==> src/rtl/obstacle_spawn_ctrl.sv <==
// Obstacle spawn sequencer: waits FRAME_PERIOD frame ticks, fetches a random value,
// scales it into [X_MIN, X_MAX] and offers it to the consumer. Optional macro: SPAWN_NODUP_EN.
module obstacle_spawn_ctrl #(
  parameter int unsigned RND_BITS     = 8,
  parameter int unsigned X_BITS       = 11,
  parameter int unsigned X_MIN        = 32,
  parameter int unsigned X_MAX        = 607,
  parameter int unsigned FRAME_PERIOD = 60,
  parameter int unsigned MAX_RETRY    = 3
) (
  input  logic                clk,
  input  logic                resetN,
  input  logic                enable,
  input  logic                startOfFrame,
  input  logic [RND_BITS-1:0] rnd_val,
  input  logic                spawn_ack,
  output logic                rnd_rise,
  output logic                spawn_valid,
  output logic [X_BITS-1:0]   spawn_x,
  output logic [1:0]          spawn_slot,
  output logic                busy
);

  localparam int unsigned CNT_W   = 8;
  localparam int unsigned RANGE   = X_MAX - X_MIN + 1;
  localparam int unsigned RANGE_W = $clog2(RANGE + 1);
  localparam int unsigned PROD_W  = RND_BITS + RANGE_W;

  typedef enum logic [2:0] {
    S_IDLE,
    S_WAIT_FRAMES,
    S_REQ,
    S_WAIT_RND,
    S_CHECK,
    S_MAP,
    S_OFFER
  } state_e;

  state_e              state_q, state_d;
  logic [CNT_W-1:0]    frame_cnt_q, frame_cnt_d;
  logic                wait_cnt_q, wait_cnt_d;
  logic [RND_BITS-1:0] rnd_q, rnd_d;
  logic [X_BITS-1:0]   spawn_x_q, spawn_x_d;
  logic [1:0]          slot_q, slot_d;
  logic                spawn_valid_q, spawn_valid_d;
  logic                rnd_rise_q, rnd_rise_d;
  logic                busy_q, busy_d;

  logic                accept_c;
  logic                dup_c;
  logic [PROD_W-1:0]   prod_c;
  logic [X_BITS-1:0]   mapped_c;

  // Full-width product so the scaled coordinate can never wrap past X_MAX
  assign prod_c   = PROD_W'(rnd_q) * PROD_W'(RANGE);
  assign mapped_c = X_BITS'(X_MIN) + X_BITS'(prod_c >> RND_BITS);

`ifdef SPAWN_NODUP_EN
  localparam int unsigned RETRY_W = (MAX_RETRY < 1) ? 1 : $clog2(MAX_RETRY + 1);

  logic [RND_BITS-1:0] last_q;
  logic                last_valid_q;
  logic [RETRY_W-1:0]  retry_q;
  logic                retry_inc_c;

  assign dup_c       = last_valid_q && (rnd_val == last_q) && (retry_q < RETRY_W'(MAX_RETRY));
  assign retry_inc_c = (state_q == S_CHECK) && dup_c;

  // Last accepted value and retry budget for duplicate rejection
  always_ff @(posedge clk or negedge resetN) begin
    if (!resetN) begin
      last_q       <= '0;
      last_valid_q <= 1'b0;
      retry_q      <= '0;
    end else if (accept_c) begin
      last_q       <= rnd_q;
      last_valid_q <= 1'b1;
      retry_q      <= '0;
    end else if (retry_inc_c) begin
      retry_q      <= retry_q + RETRY_W'(1);
    end
  end
`else
  assign dup_c = 1'b0;
`endif

  // Next-state and registered-output logic
  always_comb begin
    state_d     = state_q;
    frame_cnt_d = frame_cnt_q;
    wait_cnt_d  = wait_cnt_q;
    rnd_d       = rnd_q;
    spawn_x_d   = spawn_x_q;
    slot_d      = slot_q;
    accept_c    = 1'b0;

    case (state_q)
      S_IDLE: begin
        if (enable) begin
          state_d     = S_WAIT_FRAMES;
          frame_cnt_d = '0;
        end
      end
      S_WAIT_FRAMES: begin
        if (!enable) begin
          state_d = S_IDLE;
        end else if (startOfFrame) begin
          if (frame_cnt_q == CNT_W'(FRAME_PERIOD - 1)) begin
            state_d     = S_REQ;
            frame_cnt_d = '0;
          end else begin
            frame_cnt_d = frame_cnt_q + CNT_W'(1);
          end
        end
      end
      S_REQ: begin
        state_d    = S_WAIT_RND;
        wait_cnt_d = 1'b0;
      end
      S_WAIT_RND: begin
        if (wait_cnt_q) begin
          state_d = S_CHECK;
        end else begin
          wait_cnt_d = 1'b1;
        end
      end
      S_CHECK: begin
        if (dup_c) begin
          state_d = S_REQ;
        end else begin
          rnd_d   = rnd_val;
          state_d = S_MAP;
        end
      end
      S_MAP: begin
        spawn_x_d = mapped_c;
        state_d   = S_OFFER;
      end
      S_OFFER: begin
        // Offer is held until acknowledged; enable only matters after the handshake
        if (spawn_valid_q && spawn_ack) begin
          accept_c    = 1'b1;
          slot_d      = slot_q + 2'd1;
          frame_cnt_d = '0;
          state_d     = enable ? S_WAIT_FRAMES : S_IDLE;
        end
      end
      default: begin
        state_d = S_IDLE;
      end
    endcase

    rnd_rise_d    = (state_d == S_REQ);
    busy_d        = !((state_d == S_IDLE) || (state_d == S_WAIT_FRAMES));
    spawn_valid_d = (state_q == S_OFFER) && !accept_c;
  end

  always_ff @(posedge clk or negedge resetN) begin
    if (!resetN) begin
      state_q       <= S_IDLE;
      frame_cnt_q   <= '0;
      wait_cnt_q    <= 1'b0;
      rnd_q         <= '0;
      spawn_x_q     <= X_BITS'(X_MIN);
      slot_q        <= 2'd0;
      spawn_valid_q <= 1'b0;
      rnd_rise_q    <= 1'b0;
      busy_q        <= 1'b0;
    end else begin
      state_q       <= state_d;
      frame_cnt_q   <= frame_cnt_d;
      wait_cnt_q    <= wait_cnt_d;
      rnd_q         <= rnd_d;
      spawn_x_q     <= spawn_x_d;
      slot_q        <= slot_d;
      spawn_valid_q <= spawn_valid_d;
      rnd_rise_q    <= rnd_rise_d;
      busy_q        <= busy_d;
    end
  end

  assign rnd_rise    = rnd_rise_q;
  assign spawn_valid = spawn_valid_q;
  assign spawn_x     = spawn_x_q;
  assign spawn_slot  = slot_q;
  assign busy        = busy_q;

endmodule

==> config.mk <==
export PLATFORM = sky130hd
export DESIGN_NAME = obstacle_spawn_ctrl
export DESIGN_NICKNAME = d
export VERILOG_FILES = /design/src/rtl/obstacle_spawn_ctrl.sv
export SDC_FILE = /design/constraint.sdc
export NUM_CORES = 1
export LEC_CHECK = 0
export ABC_AREA = 1
export CORE_UTILIZATION = 49
export CTS_CLUSTER_DIAMETER = 60
export DETAILED_ROUTE_END_ITERATION = 8
export HOLD_SLACK_MARGIN = 0.05
export PLACE_DENSITY_LB_ADDON = 0.05
export SLEW_MARGIN = 20
export SYNTH_ARGS = -nofsm -noshare
export SYNTH_HDL_FRONTEND = slang
export SYNTH_SLANG_ARGS = --single-unit
==> constraint.sdc <==
create_clock -name clk -period 2.1 [get_ports clk]
set_input_delay 0.42 -clock clk [delete_from_list [all_inputs] [get_ports clk]]
set_output_delay 0.42 -clock clk [all_outputs]
set_load 0.005 [all_outputs]
Word-level counts from Yosys, hierarchy flattened
Index checks and enable logic that the tools add are counted.

Register bits: 36. Input port bits: 13. Logic and storage cells: 54.

Add/sub/neg operators: 3. Multiply operators: 1. Equal/unequal tests: 13. Muxes and demuxes: 17. Reduce and logical (&&, ||, !) cells: 11.

Operators with widths (number): two-way mux 8 bit (5); one-hot mux 8 bit (3 select lines) (1); one-hot mux 3 bit (7 select lines) (1); two-way mux 3 bit (6); multiplier 8 x 4 -> 12 bit (second input constant) (1); adder 6 x 10 -> 11 bit (first input constant) (1); == test 3 x 2 -> 1 bit (second input constant) (3); == test 3 bit (second input constant) (3); adder 8 x 1 -> 8 bit (second input constant) (1); == test 8 x 6 -> 1 bit (second input constant) (1); inequality test 2 bit (second input constant) (4); == test 3 x 1 -> 1 bit (second input constant) (2); zero test 3 bit (2); AND reduction 5 bit (1); two-way mux 1 bit (3); nonzero test 3 bit (1); adder 2 x 1 -> 2 bit (second input constant) (1); logical AND 1 bit (2); zero test 1 bit (2); one-hot mux 1 bit (2 select lines) (1); AND reduction 2 bit (1); nonzero test 2 bit (1); logical OR 1 bit (1).

Depth between registers and ports, before layout
Gate-level depths: netlist of the first run.

Word-level depth: 8. Gate-level depth with buffers: 15. Mapped depth without buffers: 15.

Worst setup path after synthesis of the first run
OpenSTA, ideal clock, no wires.

Kind: reg2reg. From: register rnd_q[4]. To: register spawn_x_q[9] (netlist: spawn_x[9]). Arrival time: 2.103 ns. Required time: 2.035 ns. Path slack: -0.068 ns. Stages on the path, launching flop included: 16. Clock period less this slack: 2.168 ns. Cell sequence: dfrtp_1 ha_1 ha_1 inv_1 fa_1 inv_1 nand2_1 nand2_1 nand2_1 and2_1 inv_1 ha_1 nand3_1 o21bai_1 nand2_1 nand2_1.

Cells in the longest elaborated chain, start to end: 2.

Ends and longest elaborated chain: start, declared (line 42) `logic [RND_BITS-1:0] rnd_q, rnd_d;`; start signal, assigned (line 173) `rnd_q <= rnd_d;`; multiplier 8 x 4 -> 12 bit (line 55) `assign prod_c = PROD_W'(rnd_q) * PROD_W'(RANGE);`; adder 6 x 10 -> 11 bit (line 56) `assign mapped_c = X_BITS'(X_MIN) + X_BITS'(prod_c >> RND_BITS);`; end signal, assigned (line 164) `spawn_x_q <= X_BITS'(X_MIN);`; end signal, assigned (line 174) `spawn_x_q <= spawn_x_d;`; end, declared (line 43) `logic [X_BITS-1:0] spawn_x_q, spawn_x_d;`.

Every way passes these cells. A chain may end at the register's enable or synchronous reset.

Worst setup path in the final report of the first run
From: register rnd_q[1]. To: register spawn_x_q[9] (netlist: spawn_x[9]).

The elaborated chain is that of the path after synthesis.

==> flow_metrics.env, run 1 <==
export IMPL_post_route_min_period_ns=2.19
export IMPL_clock_sinks=36
export IMPL_die_w_um=65.9
export IMPL_tightest_slew_ns=0.447
export IMPL_syn_cell_area_um2=2000
export IMPL_fmax_mhz=457
export IMPL_status="finished with violations"
export IMPL_cts_root_buf="clkbuf_8"
export IMPL_syn_inst=249
export IMPL_clk_pin_slew_worst_paths_ns=0.07
export IMPL_drv_cap=0
export IMPL_ys_ff_latch=36
export IMPL_num_rows=22
export IMPL_cts_made_buffers=5
export IMPL_htree_levels=2
export IMPL_dieArea_um2=4350
export IMPL_fin_hold_ws_ns=0.470
export IMPL_setup_ws_ns=-0.0858
export IMPL_vdd_ir_drop_max_mv=0.397
export IMPL_critPathLaunchType="register"
export IMPL_drt_vias_per_instance=5.20
export IMPL_p_per_area_nw_per_um2=526
export IMPL_cp_max_fo=2
export IMPL_start_util_pct=52.7
export IMPL_diodes=0
export IMPL_post_place_ws_ns=-0.134
export IMPL_portBuffers=28
export IMPL_grt_use_total_pct=21.6
export IMPL_crit_arrival_ns=2.42
export IMPL_hp_class="register to register"
export IMPL_cts_tree="built"
export IMPL_avgSynthCellArea_um2=8.04
export IMPL_postSynthNetCount=275
export IMPL_seq_area_frac_synth_pct=45.0
export IMPL_nets=319
export IMPL_crit_path_end_kind="register"
export IMPL_antenna_found_initial=0
export IMPL_die_h_um=65.9
export IMPL_grt_pass1_vias=1636
export IMPL_path_class="register to register"
export IMPL_period_share_pct=104
export IMPL_rsz0062_at_grt="yes"
export IMPL_routed_wl_mm=4.32
export IMPL_antenna_left=0
export IMPL_cts_max_path_buffers=2
export IMPL_detailedRoute_firstIterationViolations=134
export IMPL_globalplace_congestion=0.864
export IMPL_area_growth_synth_to_final_pct=32.2
export IMPL_io_pins=29
export IMPL_routedWlPerCell_um=12.6
export IMPL_core_um2=3800
export IMPL_power_leakage_nw=1.28
export IMPL_finalHoldViolCount=0
export IMPL_drcViolationCount=0
export IMPL_grt_pass1_wl_mm=7.01
export IMPL_insertion_delay_ns=0.30
export IMPL_fin_skew_ns=0.00539
export IMPL_nFillCells=323
export IMPL_worstPathRequired_ns=2.34
export IMPL_overflow=0
export IMPL_dpl_hpwl_mm=2.99
export IMPL_synth_distinct_cells=29
export IMPL_dr_pass1_iters=4
export IMPL_relSlewSlack_pct=70.2
export IMPL_setup_viol=2
export IMPL_vias=1779
export IMPL_violations="setup timing"
export IMPL_r2r_setup_slack_ns=-0.09
export IMPL_synth_warnings=0
export IMPL_ctsHoldBuffers=0
export IMPL_grt_max_degree=37
export IMPL_layout_drive_gt1_share_pct=18.4
export IMPL_maxSlewViolCount=0
layer usage:
| metal | global-route usage (%) | vias up | wire length [µm] |
|---|---|---|---|
| met4 | 9.84 | 0 | 136 |
| met5 | 0 | - | 0 |
| li1 | - | 884 | - |
| met1 | 25.9 | 826 | 1890 |
| met3 | 6.55 | 17 | 192 |
| met2 | 35.2 | 52 | 2100 |
cells by family (layout without fill, tap and decap cells):
logic type / count (synthesis) / count (layout) / synth area share, %
simple gates: 129 / 129 / 28.3
buf+inv: 39 / 84 / 7.43
xor+xnor: 4 / 4 / 1.75
flops: 36 / 36 / 45.0
fa+ha+maj: 13 / 13 / 8.49
compound gates: 28 / 28 / 8.99
report_power, final:
group	total (mW)	switching [mW]	internal (mW)
clock network	0.603	0.251	0.352
registers	0.713	0.0109	0.702
logic	0.0775	0.0434	0.0341
total	1.39	0.305	1.09
worst max-delay path: stages, from the launching register on:
cell      delay [ns]
dfrtp_1         0.42
ha_4            0.29
ha_4            0.14
inv_2           0.03
fa_2            0.33
inv_2           0.07
nand2_2         0.05
nand2_1         0.06
nand2_1         0.06
and2_4          0.14
inv_2           0.06
ha_4            0.13
nand3_2         0.08
o21bai_1        0.16
nand2_1         0.07
nand2_1         0.05
layout by cell type (no fill, tap or decap), types with 2 or more instances in the layout:
master           instances
nor2_1                  11
nor2_2                   3
nand4_1                  6
o21bai_1                 2
nand2_1                 75
clkdlybuf4s50_1         28
xor2_1                   3
nor3_1                   4
ha_1                     4
buf_4                   11
ha_4                     8
o21ai_2                  4
inv_1                   30
clkbuf_8                 5
nand2_2                  4
inv_2                    6
o21ai_0                 13
a21oi_1                  4
dfrtp_1                 35
nand3_1                 19
nand3_2                  3
synthesized netlist by cell type (all sizes together):
library cell / instances / area (µm²)
fa: 1 / 20.0
xnor2: 1 / 8.76
o21ai: 18 / 105
nand2: 79 / 299
a211oi: 1 / 20.0
clkbuf: 2 / 7.51
nor3: 4 / 20.0
inv: 37 / 141
xor2: 3 / 26.3
o211ai: 1 / 7.51
nand3: 22 / 120
nor2: 15 / 71.3
a21oi: 5 / 25.0
o21bai: 2 / 15.0
or2: 2 / 12.5
dfrtp: 35 / 876
ha: 12 / 150
nand4: 6 / 37.5
and2: 1 / 6.26
a21o: 1 / 7.51
dfstp: 1 / 26.3
worst paths after layout:
| check | startpoint | end | cells after the start |
|---|---|---|---|
| max | rnd_q[1] | spawn_x[9] | 15 |
| min | spawn_slot[1] | spawn_slot[1] | 1 |
| max reg2reg | rnd_q[1] | spawn_x[9] | 15 |
| min reg2reg | spawn_slot[1] | spawn_slot[1] | 1 |
| max in group asynchronous | resetN | spawn_x[5] | 2 |
| min in group asynchronous | resetN | rnd_q[7] | 2 |
area by class of cell:
class / instances / area, µm² / share of cell area [%]
clock inverters: 2 / 35.0 / 1.32
repair buffers: 39 / 363 / 13.7
flip-flops and latches: 36 / 902 / 34.1
clock buffers: 6 / 72.6 / 2.74
multi-input cells: 174 / 1070 / 40.5
well taps: 48 / 60.1 / 2.27
inverters: 37 / 141 / 5.34
state kept, by name, summed over array words and instances, names as in the netlist:
name and flops:
busy 1, frame_cnt_q 8, rnd_q 8, rnd_rise 1, spawn_slot 2, spawn_valid 1
spawn_x 11, state_q 3, wait_cnt_q 1
per-stage QoR:
step	total power, mW	TNS (ns)	utilization [%]	instances	instance area (µm²)
global route	1.44	-0.400	69.7	342	2650
finish	1.39	-0.134	69.7	342	2650
CTS	1.41	-0.272	67.6	342	2570
global placement	0.803	-0.0323	63.6	333	2420
detailed placement	0.805	-0.248	63.6	333	2420
floorplan	0.757	-0.0119	-	249	2010
what timing repair did:
| item | CTS | global route |
|---|---|---|
| pin swaps | 7 | 5 |
| buffers inserted | 1 | 0 |
| setup endpoints to repair | 4 | 4 |
| resized for setup | 9 | 10 |
No activity file was read; power rests on OpenSTA's default activity.
==> inputs of run 2 (changes only) <==
--- a/config.mk
+++ b/config.mk
@@ -15,3 +15,4 @@
 export SYNTH_ARGS = -nofsm -noshare
 export SYNTH_HDL_FRONTEND = slang
 export SYNTH_SLANG_ARGS = --single-unit
+export TNS_END_PERCENT = 5
==> run 2 against run 1 <==
Against the previous run: the run still ends with setup timing left; global-route usage stayed put; total power hardly changed; sequential share of layout area stayed put; fmax hardly changed; critical endpoint unchanged.
==> flow_metrics.env, run 2 (synthesized netlist as in run 1, its figures left out) <==
export IMPL_status="finished with violations"
export IMPL_violations="setup timing"
export IMPL_portBuffers=28
export IMPL_clock_sinks=36
export IMPL_p_per_area_nw_per_um2=526
export IMPL_overflow=0
export IMPL_fin_skew_ns=0.00574
export IMPL_insertion_delay_ns=0.29
export IMPL_diodes=0
export IMPL_seq_area_um2=902
export IMPL_setup_viol=2
export IMPL_crit_arrival_ns=2.42
export IMPL_path_class="register to register"
export IMPL_htree_levels=2
export IMPL_ctsHoldBuffers=0
export IMPL_drt_vias_per_instance=5.16
export IMPL_cp_max_fo=2
export IMPL_cts_made_buffers=5
export IMPL_start_util_pct=52.7
export IMPL_final_common_cell="nand2_1"
export IMPL_die_w_um=65.9
export IMPL_routedWlPerCell_um=12.6
export IMPL_detailedRoute_firstIterationViolations=131
export IMPL_core_um2=3800
export IMPL_placed_cell_area_um2=2420
export IMPL_grt_use_total_pct=21.6
export IMPL_drv_cap=0
export IMPL_vias=1764
export IMPL_cts_max_path_buffers=2
export IMPL_dpl_hpwl_mm=2.99
export IMPL_nFillCells=323
export IMPL_antenna_left=0
export IMPL_fmax_mhz=458
export IMPL_crit_path_end_kind="register"
export IMPL_final_util_pct=69.7
export IMPL_clk_pin_slew_worst_paths_ns=0.07
export IMPL_cts_root_buf="clkbuf_8"
export IMPL_drcViolationCount=0
export IMPL_die_h_um=65.9
export IMPL_period_share_pct=104
export IMPL_relSlewSlack_pct=70.2
export IMPL_critPathLaunchType="register"
export IMPL_layout_drive_gt1_share_pct=18.4
export IMPL_grt_pass1_vias=1636
export IMPL_finalHoldViolCount=0
export IMPL_post_route_min_period_ns=2.18
export IMPL_dr_pass1_iters=4
export IMPL_maxSlewViolCount=0
export IMPL_cts_tree="built"
export IMPL_routed_wl_mm=4.33
export IMPL_worstPathRequired_ns=2.34
export IMPL_largest_reg_flops=11
export IMPL_antenna_found_initial=0
export IMPL_grt_max_degree=37
export IMPL_dieArea_um2=4350
export IMPL_vdd_ir_drop_max_mv=0.397
export IMPL_hp_class="register to register"
export IMPL_setup_ws_ns=-0.0843
export IMPL_fin_area_um2=2650
export IMPL_layout_common_cells="nand2_1, dfrtp_1, inv_1"
export IMPL_num_rows=22
export IMPL_tightest_slew_ns=0.448
export IMPL_nets=319
export IMPL_io_pins=29
export IMPL_area_growth_synth_to_final_pct=32.2
export IMPL_multiInputGateArea_um2=1070
export IMPL_power_leakage_nw=1.28
export IMPL_fin_tns_setup_ns=-0.130
export IMPL_rsz0062_at_grt="yes"
export IMPL_globalplace_congestion=0.864
export IMPL_grt_pass1_wl_mm=7.01
-- run 2: timing repair --
item / in CTS / in global routing
pin swaps: 7 / 5
hold endpoints to repair: 0 / 0
buffers inserted: 1 / 0
resized for setup: 9 / 10
setup endpoints to repair: 4 / 4
-- run 2: layer usage --
metal | up-vias | track usage [%] | wire length, µm | share of wire, %
met2 | 45 | 35.2 | 2110 | 49
met5 | - | 0 | 0 | 0
met1 | 823 | 25.9 | 1930 | 45
li1 | 884 | - | - | -
met4 | 0 | 9.84 | 114 | 2.6
met3 | 12 | 6.55 | 165 | 3.8
-- run 2: worst max-delay path, stage by stage, from the launching register on --
cell	delay (ns)
dfrtp_1	0.42
ha_4	0.29
ha_4	0.14
inv_2	0.03
fa_2	0.33
inv_2	0.07
nand2_2	0.05
nand2_1	0.06
nand2_1	0.06
and2_4	0.14
inv_2	0.06
ha_4	0.13
nand3_2	0.08
o21bai_1	0.16
nand2_1	0.07
nand2_1	0.05
-- run 2: per-stage QoR --
stage / hold slack [ns] / setup slack, ns / instances / power (mW)
after floorplan: 0.124 / -0.0119 / 249 / 0.757
after global placement: 0.450 / -0.0299 / 333 / 0.803
after detailed placement: 0.464 / -0.134 / 333 / 0.805
after CTS: 0.480 / -0.147 / 342 / 1.41
after global routing: 0.501 / -0.187 / 342 / 1.44
final: 0.470 / -0.0843 / 342 / 1.39
-- run 2: final cells by class --
class,instances,area share [%]
well taps,48,2.27
clock buffers,6,2.74
repair buffers,39,13.7
multi-input cells,174,40.5
inverters,37,5.34
clock inverters,2,1.32
flip-flops and latches,36,34.1
-- run 2: path summary, 6_finish.rpt --
kind	start	end	slack, ns	depth (start not counted)
setup reg to reg	rnd_q[1]	spawn_x[9]	-0.08	15
max in group asynchronous	resetN	spawn_x[5]	1.23	2
setup / recovery	rnd_q[1]	spawn_x[9]	-0.08	15
hold / removal	spawn_slot[1]	spawn_slot[1]	0.47	1
hold reg to reg	spawn_slot[1]	spawn_slot[1]	0.47	1
min in group asynchronous	resetN	rnd_q[7]	0.54	2
-- run 2: power by group --
| group | internal [mW] | switching, mW | total, mW |
|---|---|---|---|
| Sequential | 0.702 | 0.0109 | 0.713 |
| Clock | 0.352 | 0.250 | 0.602 |
| Combinational | 0.0341 | 0.0434 | 0.0775 |
